$ cat config.mk
export PLATFORM = sky130hd
export DESIGN_NAME = instr_loader
export DESIGN_NICKNAME = d
export VERILOG_FILES = /design/src/rtl/instr_loader_pkg.sv /design/src/rtl/instr_loader_word_assembler.sv /design/src/rtl/instr_loader.sv
export SDC_FILE = /design/constraint.sdc
export NUM_CORES = 1
export LEC_CHECK = 0
export CAP_MARGIN = 20
export CORE_MARGIN = 2
export CORE_UTILIZATION = 51
export DETAILED_ROUTE_END_ITERATION = 8
export PLACE_DENSITY = 0.81
export SLEW_MARGIN = 25
export SYNTH_ARGS = -nofsm -noshare
export SYNTH_HDL_FRONTEND = slang
export SYNTH_SLANG_ARGS = --single-unit
export TNS_END_PERCENT = 50
$ cat constraint.sdc
create_clock -name clock -period 2.7 [get_ports clock]
set_input_delay 0.54 -clock clock [delete_from_list [all_inputs] [get_ports clock]]
set_output_delay 0.54 -clock clock [all_outputs]
set_load 0.01 [all_outputs]
$ cat src/rtl/instr_loader_pkg.sv
// rtl/instr_loader_pkg.sv - shared state encodings and constants for the boot-time instruction loader
package instr_loader_pkg;

  typedef enum logic [2:0] {
    LDR_IDLE   = 3'd0,
    LDR_HDR_HI = 3'd1,
    LDR_HDR_LO = 3'd2,
    LDR_DATA   = 3'd3,
    LDR_WRITE  = 3'd4,
    LDR_DONE   = 3'd5,
    LDR_ERROR  = 3'd6,
    LDR_CSUM   = 3'd7
  } ldr_state_t;

  // Header is a 16-bit big-endian word count.
  localparam int HDR_LEN = 2;

  function automatic logic [31:0] word_byte_addr(input logic [15:0] idx);
    return {14'd0, idx, 2'b00};
  endfunction

endpackage

$ cat src/rtl/instr_loader_word_assembler.sv
// rtl/instr_loader_word_assembler.sv - big-endian byte-to-word shift register with byte counter and full flag
module instr_loader_word_assembler
(
  input  logic        clock,
  input  logic        reset,
  input  logic        clear,
  input  logic        shift,
  input  logic [7:0]  byte_in,
  output logic [31:0] word,
  output logic        last,
  output logic        full
);

  logic [1:0] count_q;

  // The word register is left intact on clear so the memory data bus stays quiet between words.
  always_ff @(posedge clock or posedge reset) begin
    if (reset) begin
      word    <= 32'd0;
      count_q <= 2'd0;
      full    <= 1'b0;
    end else if (clear) begin
      count_q <= 2'd0;
      full    <= 1'b0;
    end else if (shift) begin
      word    <= {word[23:0], byte_in};
      count_q <= count_q + 2'd1;
      full    <= (count_q == 2'd3);
    end
  end

  assign last = (count_q == 2'd3);

endmodule

$ cat src/rtl/instr_loader.sv
// rtl/instr_loader.sv - loads a length-prefixed byte image into instruction memory, holding the CPU in reset
// Optional trailing XOR checksum byte is enabled with LOADER_CHECKSUM_EN.
module instr_loader
  import instr_loader_pkg::*;
#(
  parameter int unsigned INSTR_MEM_SIZE = 1024
)
(
  input  logic        clock,
  input  logic        reset,
  input  logic        start,
  input  logic        in_valid,
  input  logic [7:0]  in_data,
  output logic        in_ready,
  output logic        mem_wen,
  output logic [31:0] mem_addr,
  output logic [31:0] mem_din,
  output logic        cpu_reset,
  output logic        done,
  output logic        error
);

  ldr_state_t  state_q, state_d;
  logic [15:0] word_count_q;
  logic [15:0] word_index_q;
  logic [15:0] index_inc;
  logic [15:0] hdr_n;
  logic        accept;
  logic        start_ok;
  logic        asm_last;
  logic        asm_full;
  logic [31:0] asm_word;
  ldr_state_t  after_last;

`ifdef LOADER_CHECKSUM_EN
  logic [7:0] csum_q;
  assign after_last = LDR_CSUM;
`else
  assign after_last = LDR_DONE;
`endif

  assign in_ready = (state_q == LDR_HDR_HI) || (state_q == LDR_HDR_LO) || (state_q == LDR_DATA)
`ifdef LOADER_CHECKSUM_EN
                    || (state_q == LDR_CSUM)
`endif
                    ;

  assign accept    = in_valid && in_ready;
  assign start_ok  = start && ((state_q == LDR_IDLE) || (state_q == LDR_DONE) || (state_q == LDR_ERROR));
  assign hdr_n     = {word_count_q[15:8], in_data};
  assign index_inc = word_index_q + 16'd1;

  always_ff @(posedge clock or posedge reset) begin
    if (reset) state_q <= LDR_IDLE;
    else       state_q <= state_d;
  end

  always_comb begin
    state_d = state_q;
    case (state_q)
      LDR_IDLE, LDR_DONE, LDR_ERROR: if (start) state_d = LDR_HDR_HI;
      LDR_HDR_HI: if (accept) state_d = LDR_HDR_LO;
      LDR_HDR_LO: begin
        if (accept) begin
          if (hdr_n == 16'd0)                        state_d = after_last;
          else if (32'(hdr_n) > 32'(INSTR_MEM_SIZE)) state_d = LDR_ERROR;
          else                                       state_d = LDR_DATA;
        end
      end
      LDR_DATA:  if (accept && asm_last) state_d = LDR_WRITE;
      LDR_WRITE: state_d = (index_inc == word_count_q) ? after_last : LDR_DATA;
`ifdef LOADER_CHECKSUM_EN
      LDR_CSUM:  if (accept) state_d = (in_data == csum_q) ? LDR_DONE : LDR_ERROR;
`endif
      default:   state_d = LDR_IDLE;
    endcase
  end

  always_ff @(posedge clock or posedge reset) begin
    if (reset) begin
      word_count_q <= 16'd0;
      word_index_q <= 16'd0;
    end else begin
      if (start_ok) begin
        word_count_q <= 16'd0;
        word_index_q <= 16'd0;
      end
      if (state_q == LDR_HDR_HI && accept) word_count_q[15:8] <= in_data;
      if (state_q == LDR_HDR_LO && accept) word_count_q[7:0]  <= in_data;
      if (state_q == LDR_WRITE)            word_index_q       <= index_inc;
    end
  end

`ifdef LOADER_CHECKSUM_EN
  always_ff @(posedge clock or posedge reset) begin
    if (reset)                               csum_q <= 8'd0;
    else if (start_ok)                       csum_q <= 8'd0;
    else if (state_q == LDR_DATA && accept)  csum_q <= csum_q ^ in_data;
  end
`endif

  instr_loader_word_assembler u_asm (
    .clock   (clock),
    .reset   (reset),
    .clear   (start_ok || (state_q == LDR_WRITE)),
    .shift   ((state_q == LDR_DATA) && accept),
    .byte_in (in_data),
    .word    (asm_word),
    .last    (asm_last),
    .full    (asm_full)
  );

  // All outputs come from registers or the state register only.
  assign mem_wen   = (state_q == LDR_WRITE) && asm_full;
  assign mem_addr  = word_byte_addr(word_index_q);
  assign mem_din   = asm_word;
  assign done      = (state_q == LDR_DONE);
  assign error     = (state_q == LDR_ERROR);
  assign cpu_reset = (state_q != LDR_DONE);

endmodule

Yosys cells after proc, flatten, opt, wreduce, memory -nomap -nowiden
Index checks and enable logic that the tools add are counted.
{"block": "totals", "ff_bits": 70, "output_inout_bits": 69, "inputBits": 12}
{"block": "classes", "mux": 16, "eq_ne": 13, "addsub": 2, "n_reduce_logical": 21, "order_cmp": 1, "bitwise": 1}
{"cell": "16-bit 2-to-1 mux", "count": 2}
{"cell": "3-bit 2-to-1 mux", "count": 7}
{"cell": "16-bit by 1-bit adder with 16-bit output (second input constant)", "count": 1}
{"cell": "16-bit equality test", "count": 1}
{"cell": "16-bit by 11-bit > comparator with 1-bit output (second input constant)", "count": 1}
{"cell": "16-bit zero test", "count": 1}
{"cell": "8-bit 2-to-1 mux", "count": 2}
{"cell": "3-bit one-hot mux with 5 select lines", "count": 1}
{"cell": "3-bit equality test (second input constant)", "count": 3}
{"cell": "2-bit nonzero test", "count": 4}
{"cell": "1-bit logical AND", "count": 7}
{"cell": "3-bit by 2-bit equality test with 1-bit output (second input constant)", "count": 2}
{"cell": "2-bit != test (second input constant)", "count": 3}
{"cell": "1-bit logical OR", "count": 5}
{"cell": "2-bit 2-to-1 mux", "count": 2}
{"cell": "4-bit AND reduction", "count": 1}
{"cell": "3-bit by 1-bit equality test with 1-bit output (second input constant)", "count": 1}
{"cell": "3-bit zero test", "count": 1}
{"cell": "3-bit != test (second input constant)", "count": 1}
{"cell": "3-bit OR reduction", "count": 1}
{"cell": "2-bit by 1-bit adder with 2-bit output (second input constant)", "count": 1}
{"cell": "2-bit equality test (second input constant)", "count": 1}
{"cell": "1-bit 2-to-1 mux", "count": 2}
{"cell": "2-bit by 1-bit != test with 1-bit output (second input constant)", "count": 1}
{"cell": "2 further kinds", "count": 2}

Longest topological paths before layout
Gate-level depths: netlist of run 1.
{"block": "logic_depth", "word_depth": 7, "ltp_mapped": 8, "ltp_nobuf": 7}

Cells and area by module
Synthesis of run 1 repeated with hierarchy kept, for this count alone.
{"block": "hier_totals", "hier_cells": 326, "area_unflattened_um2": 3727.3}
{"mod": "instr_loader", "area_each_um2": 2244.7, "instances": 1, "seq_area_each_um2": 875.8, "cells_per_inst": 246}
{"mod": "instr_loader_word_assembler", "area_each_um2": 1482.7, "instances": 1, "seq_area_each_um2": 875.8, "cells_per_inst": 80}

Worst setup path before layout of run 1
Ideal clock, no wire load.
{"block": "synth_timing", "kind": "register to register", "start": "register word_index_q[0]", "end": "register state_q[1]", "setup_slack_ps": 254, "setup_ps": 118, "n_path_buf": 1, "stages_incl_launch_ff": 9, "arrival_time_ps": 2328, "synth_period_minus_slack_ps": 2446, "required_ps": 2582, "cell_sequence": "dfrtp_1 > ha_1 > and4_1 > buf_2 > nand3_1 > and3b_1 > a221o_1 > or4_1 > a21o_1"}
{"block": "synth_via", "elab_chain_len": 4}
{"item": "start, declared", "line": "instr_loader.sv:25", "rtl": "logic [15:0] word_index_q;"}
{"item": "start signal, assigned", "line": "instr_loader.sv:90", "rtl": "if (state_q == LDR_WRITE) word_index_q <= index_inc;"}
{"item": "16-bit by 1-bit adder with 16-bit output", "line": "instr_loader.sv:51", "rtl": "assign index_inc = word_index_q + 16'd1;"}
{"item": "16-bit equality test", "line": "instr_loader.sv:71", "rtl": "LDR_WRITE: state_d = (index_inc == word_count_q) ? after_last : LDR_DATA;"}
{"item": "3-bit 2-to-1 mux", "line": "instr_loader.sv:71"}
{"item": "3-bit one-hot mux with 5 select lines", "line": "instr_loader.sv:60", "rtl": "case (state_q)"}
{"item": "end signal, assigned", "line": "instr_loader.sv:55", "rtl": "else state_q <= state_d;"}
{"item": "end, declared", "line": "instr_loader.sv:23", "rtl": "ldr_state_t state_q, state_d;"}
Every way passes these cells.
A chain may end at the register's enable or synchronous reset.

Worst setup path after layout of run 1
{"block": "layout_timing", "start": "register word_index_q[9]", "end": "register state_q[1]"}
The elaborated chain is that of the path after synthesis.

==> metrics.md, run 1 <==
| Metric | Value |
|---|---|
| Ys Warns | `0` |
| Clock buffer depth | `2` |
| Post-route setup TNS | `0 ns` |
| Largest stage delay, worst path | `0.49 ns` |
| Worst-Margin Slew | `0.794 ns` |
| All-Layer GR Usage | `23.4%` |
| Nets@finish | `422` |
| Crit-path cells | `nand4_2, or3_1, a211o_1, a221o_1, or4_1, a21o_1` |
| Final setup vio count | `0` |
| Uppermost layer routed | `met4` |
| Synth Flop Type | `dfrtp_1` |
| Sequential area share after synthesis | `48.5%` |
| Syn Area/Cell | `10.7 um^2` |
| Max_cap viols | `0` |
| Inserted Diodes | `0` |
| Register bit count reported by yosys | `70` |
| First-pass GRT wire length | `13.8 mm` |
| Vias in the first global route | `2765` |
| Total grt overflow | `0` |
| Reg clk slew, reported paths | `0.09 ns` |
| Startpoint types | `flip-flop` |
| Data arrival, critical path | `2.69 ns` |
| Port Buf Inserts | `64` |
| Ports | `81` |
| R2r startpoint | `word_index_q[9]` |
| Via density | `5.55` |
| Max FO, Critical Path | `8` |
| Final ANT Viol Nets | `0` |
| Tcrit/Tclk final | `90.7%` |
| Slew HR | `47.1%` |
| Placed inst area | `4350 um^2` |
| Met1 WL | `3.67 mm` |
| Met2 wire length | `4.20 mm` |
| Core ar. | `6830 um^2` |
| Crit path kind | `reg2reg` |
| CTS resizes | `0` |
| Syn-to-layout area delta | `25.5%` |
| Via Count | `2827` |
| CTS Hold Bufs | `0` |
| Clk sinks | `70` |
| Layout cell share with drive strength beyond 1 | `16.5%` |
| Pleak | `1.96 nW` |
| Cell variety after synth | `50` |
| Mapped cell area | `3610 um^2` |
| Status | `completed` |
| WL per Instance | `16.6 um` |
| Cells after synthesis | `336` |
| Hpwl dp | `6.07 mm` |
| CTS tree | `yes` |
| Die area | `7760 um^2` |
| Final wirelength | `8.43 mm` |
| Synth async-reset ratio | `100%` |
| Max-slew violations | `0` |
| Worst Setup SP | `word_index_q[9]` |
| PD cells | `994 nW/um^2` |
| Die Y | `88.1 um` |
| Root Buffer | `clkbuf_8` |
| Initial DRT Pass Iterations | `4` |
| Worst min path class | `in2async` |
| Worst skew pair latency | `0.35 ns` |
| Skew final | `0.00968 ns` |
| FMAX | `0.408 GHz` |
| EDFF count, synth | `0` |
| Final Instance Area | `4530 um^2` |
| Max VDD drop | `0.727 mV` |
| CP max stage cell | `or4_1` |
| TritonCTS Buffers | `9` |
| GP Congestion | `0.923` |
| Antenna violations before repair | `0` |
| DRC viols | `0` |
| FP Rows | `30` |
| Routed wl met3 | `413 um` |
| Initial Utilization | `52.8%` |
| Worst Setup End Kind | `flip-flop` |
| Tmin final | `2.45 ns` |
| # H-tree levels | `3` |
| CP required | `2.94 ns` |
| Die span in x | `88.1 um` |
| Pin count of the biggest net entering global routing | `54` |
| DR iter-0 viols | `238` |
| Final hold vios | `0` |
| FILL cells | `534` |
| RSZ-0062 raised after global routing | `false` |
| Postcts setup bufs | `0` |
-- report_power, final --
group          internal [mW]  total [mW]  switching [mW]
clock                  0.345       0.780           0.435
sequential              1.41        1.75           0.330
combinational           1.11        1.98           0.868
-- flip-flops by register name, indices dropped and copies added, names as in the netlist --
register,count
u_asm.full,1
word_index_q,16
u_asm.word,32
u_asm.count_q,2
word_count_q,16
state_q,3
-- metrics by stage --
step | total power, mW | hold WS [ns] | cells | worst slack [ns] | utilization [%]
after global placement | 3.65 | 0.476 | 493 | 0.319 | 63.7
after global routing | 4.79 | 0.523 | 509 | 0.159 | 66.3
final | 4.50 | 0.493 | 509 | 0.251 | 66.3
after CTS | 4.54 | 0.502 | 509 | 0.250 | 66.3
after floorplan | 2.86 | 0.460 | 351 | 0.254 | -
after detailed placement | 3.74 | 0.495 | 493 | 0.253 | 63.7
-- path summary, 6_finish.rpt --
| path | depth (start not counted) | slack (ns) | to |
|---|---|---|---|
| max | 6 | 0.25 | state_q[1] |
| min in group clock | 2 | 0.51 | u_asm.full |
| min | 2 | 0.49 | u_asm.word[29] |
| min reg2reg | 2 | 0.51 | u_asm.full |
| max in group asynchronous | 3 | 1.59 | word_index_q[5] |
| max reg2reg | 6 | 0.25 | state_q[1] |
-- critical path, delay by kind of cell (launching register included) --
family,cells,cell delay (ns)
and+or+nand+nor,3,1.07
AOI/OAI and AO/OA,3,0.78
DFF,1,0.48
-- logic make-up after synthesis --
logic type	count (synthesis)	synth area share (%)
DFF	70	48.5
muxes	33	10.3
AOI/OAI and AO/OA	81	15.5
buffers and inverters	41	6.31
adders and majority gates	3	0.971
xor gates and xnor gates	22	5.34
and+or+nand+nor	85	13.0
other	1	0.104
-- layer usage --
layer | global-route usage (%) | vias up
met3 | 4.34 | 10
met1 | 30.9 | 1397
li1 | - | 1335
met5 | 0 | -
met2 | 37.1 | 85
met4 | 11.8 | 0
-- synth_stat cells (all sizes together) (5+ instances only) --
cell type  number  area (um^2)
xnor2          16          140
nand2          12         45.0
nor2           13         48.8
nor3            5         25.0
mux2           32          360
o21ai          25          125
a21oi          13         65.1
and2            7         43.8
buf            21          153
and3            5         32.5
inv             9         33.8
dfrtp          70         1750
o31ai           7         52.6
a22o           17          149
nand3          16         80.1
clkbuf         11         41.3
xor2            6         52.6
-- area by class of cell --
type                    count  area (um^2)  share of cell area (%)
flip-flops and latches     70         1750                    38.7
multi-input cells         240         1690                    37.2
repair buffers             78          758                    16.7
clock buffers               9          124                    2.74
well taps                  96          120                    2.65
clock inverters             7         53.8                    1.19
inverters                   9         33.8                   0.746
-- cell usage in the layout, fill, tap and decap left out, types with 2 or more instances in the layout --
cell type,n
a211o_1,2
a21oi_1,13
a22o_1,17
a2bb2oi_1,4
and2_1,7
and3_1,4
and4_1,2
buf_4,13
clkbuf_8,9
clkdlybuf4s50_1,64
clkinv_2,2
conb_1,16
dfrtp_1,70
ha_1,2
inv_1,8
inv_6,4
mux2_2,32
nand2_1,12
nand2b_1,3
nand3_1,16
nand3b_1,2
nand4_1,3
nor2_1,13
nor2b_1,2
nor3_1,5
nor3b_1,3
nor4_1,3
o2111ai_1,2
o21ai_0,25
o31ai_1,7
o41ai_1,3
or2_2,2
or3_1,3
xnor2_1,16
xor2_1,6
Power figures use the tool's default switching activity.
==> run 2, diff against run 1 <==
Settings changed: HOLD_SLACK_MARGIN set to 0.03, SKIP_LAST_GASP set to 1.
==> results of run 2 <==
The final DEF is identical to that of run 1; final timing and power are the same.
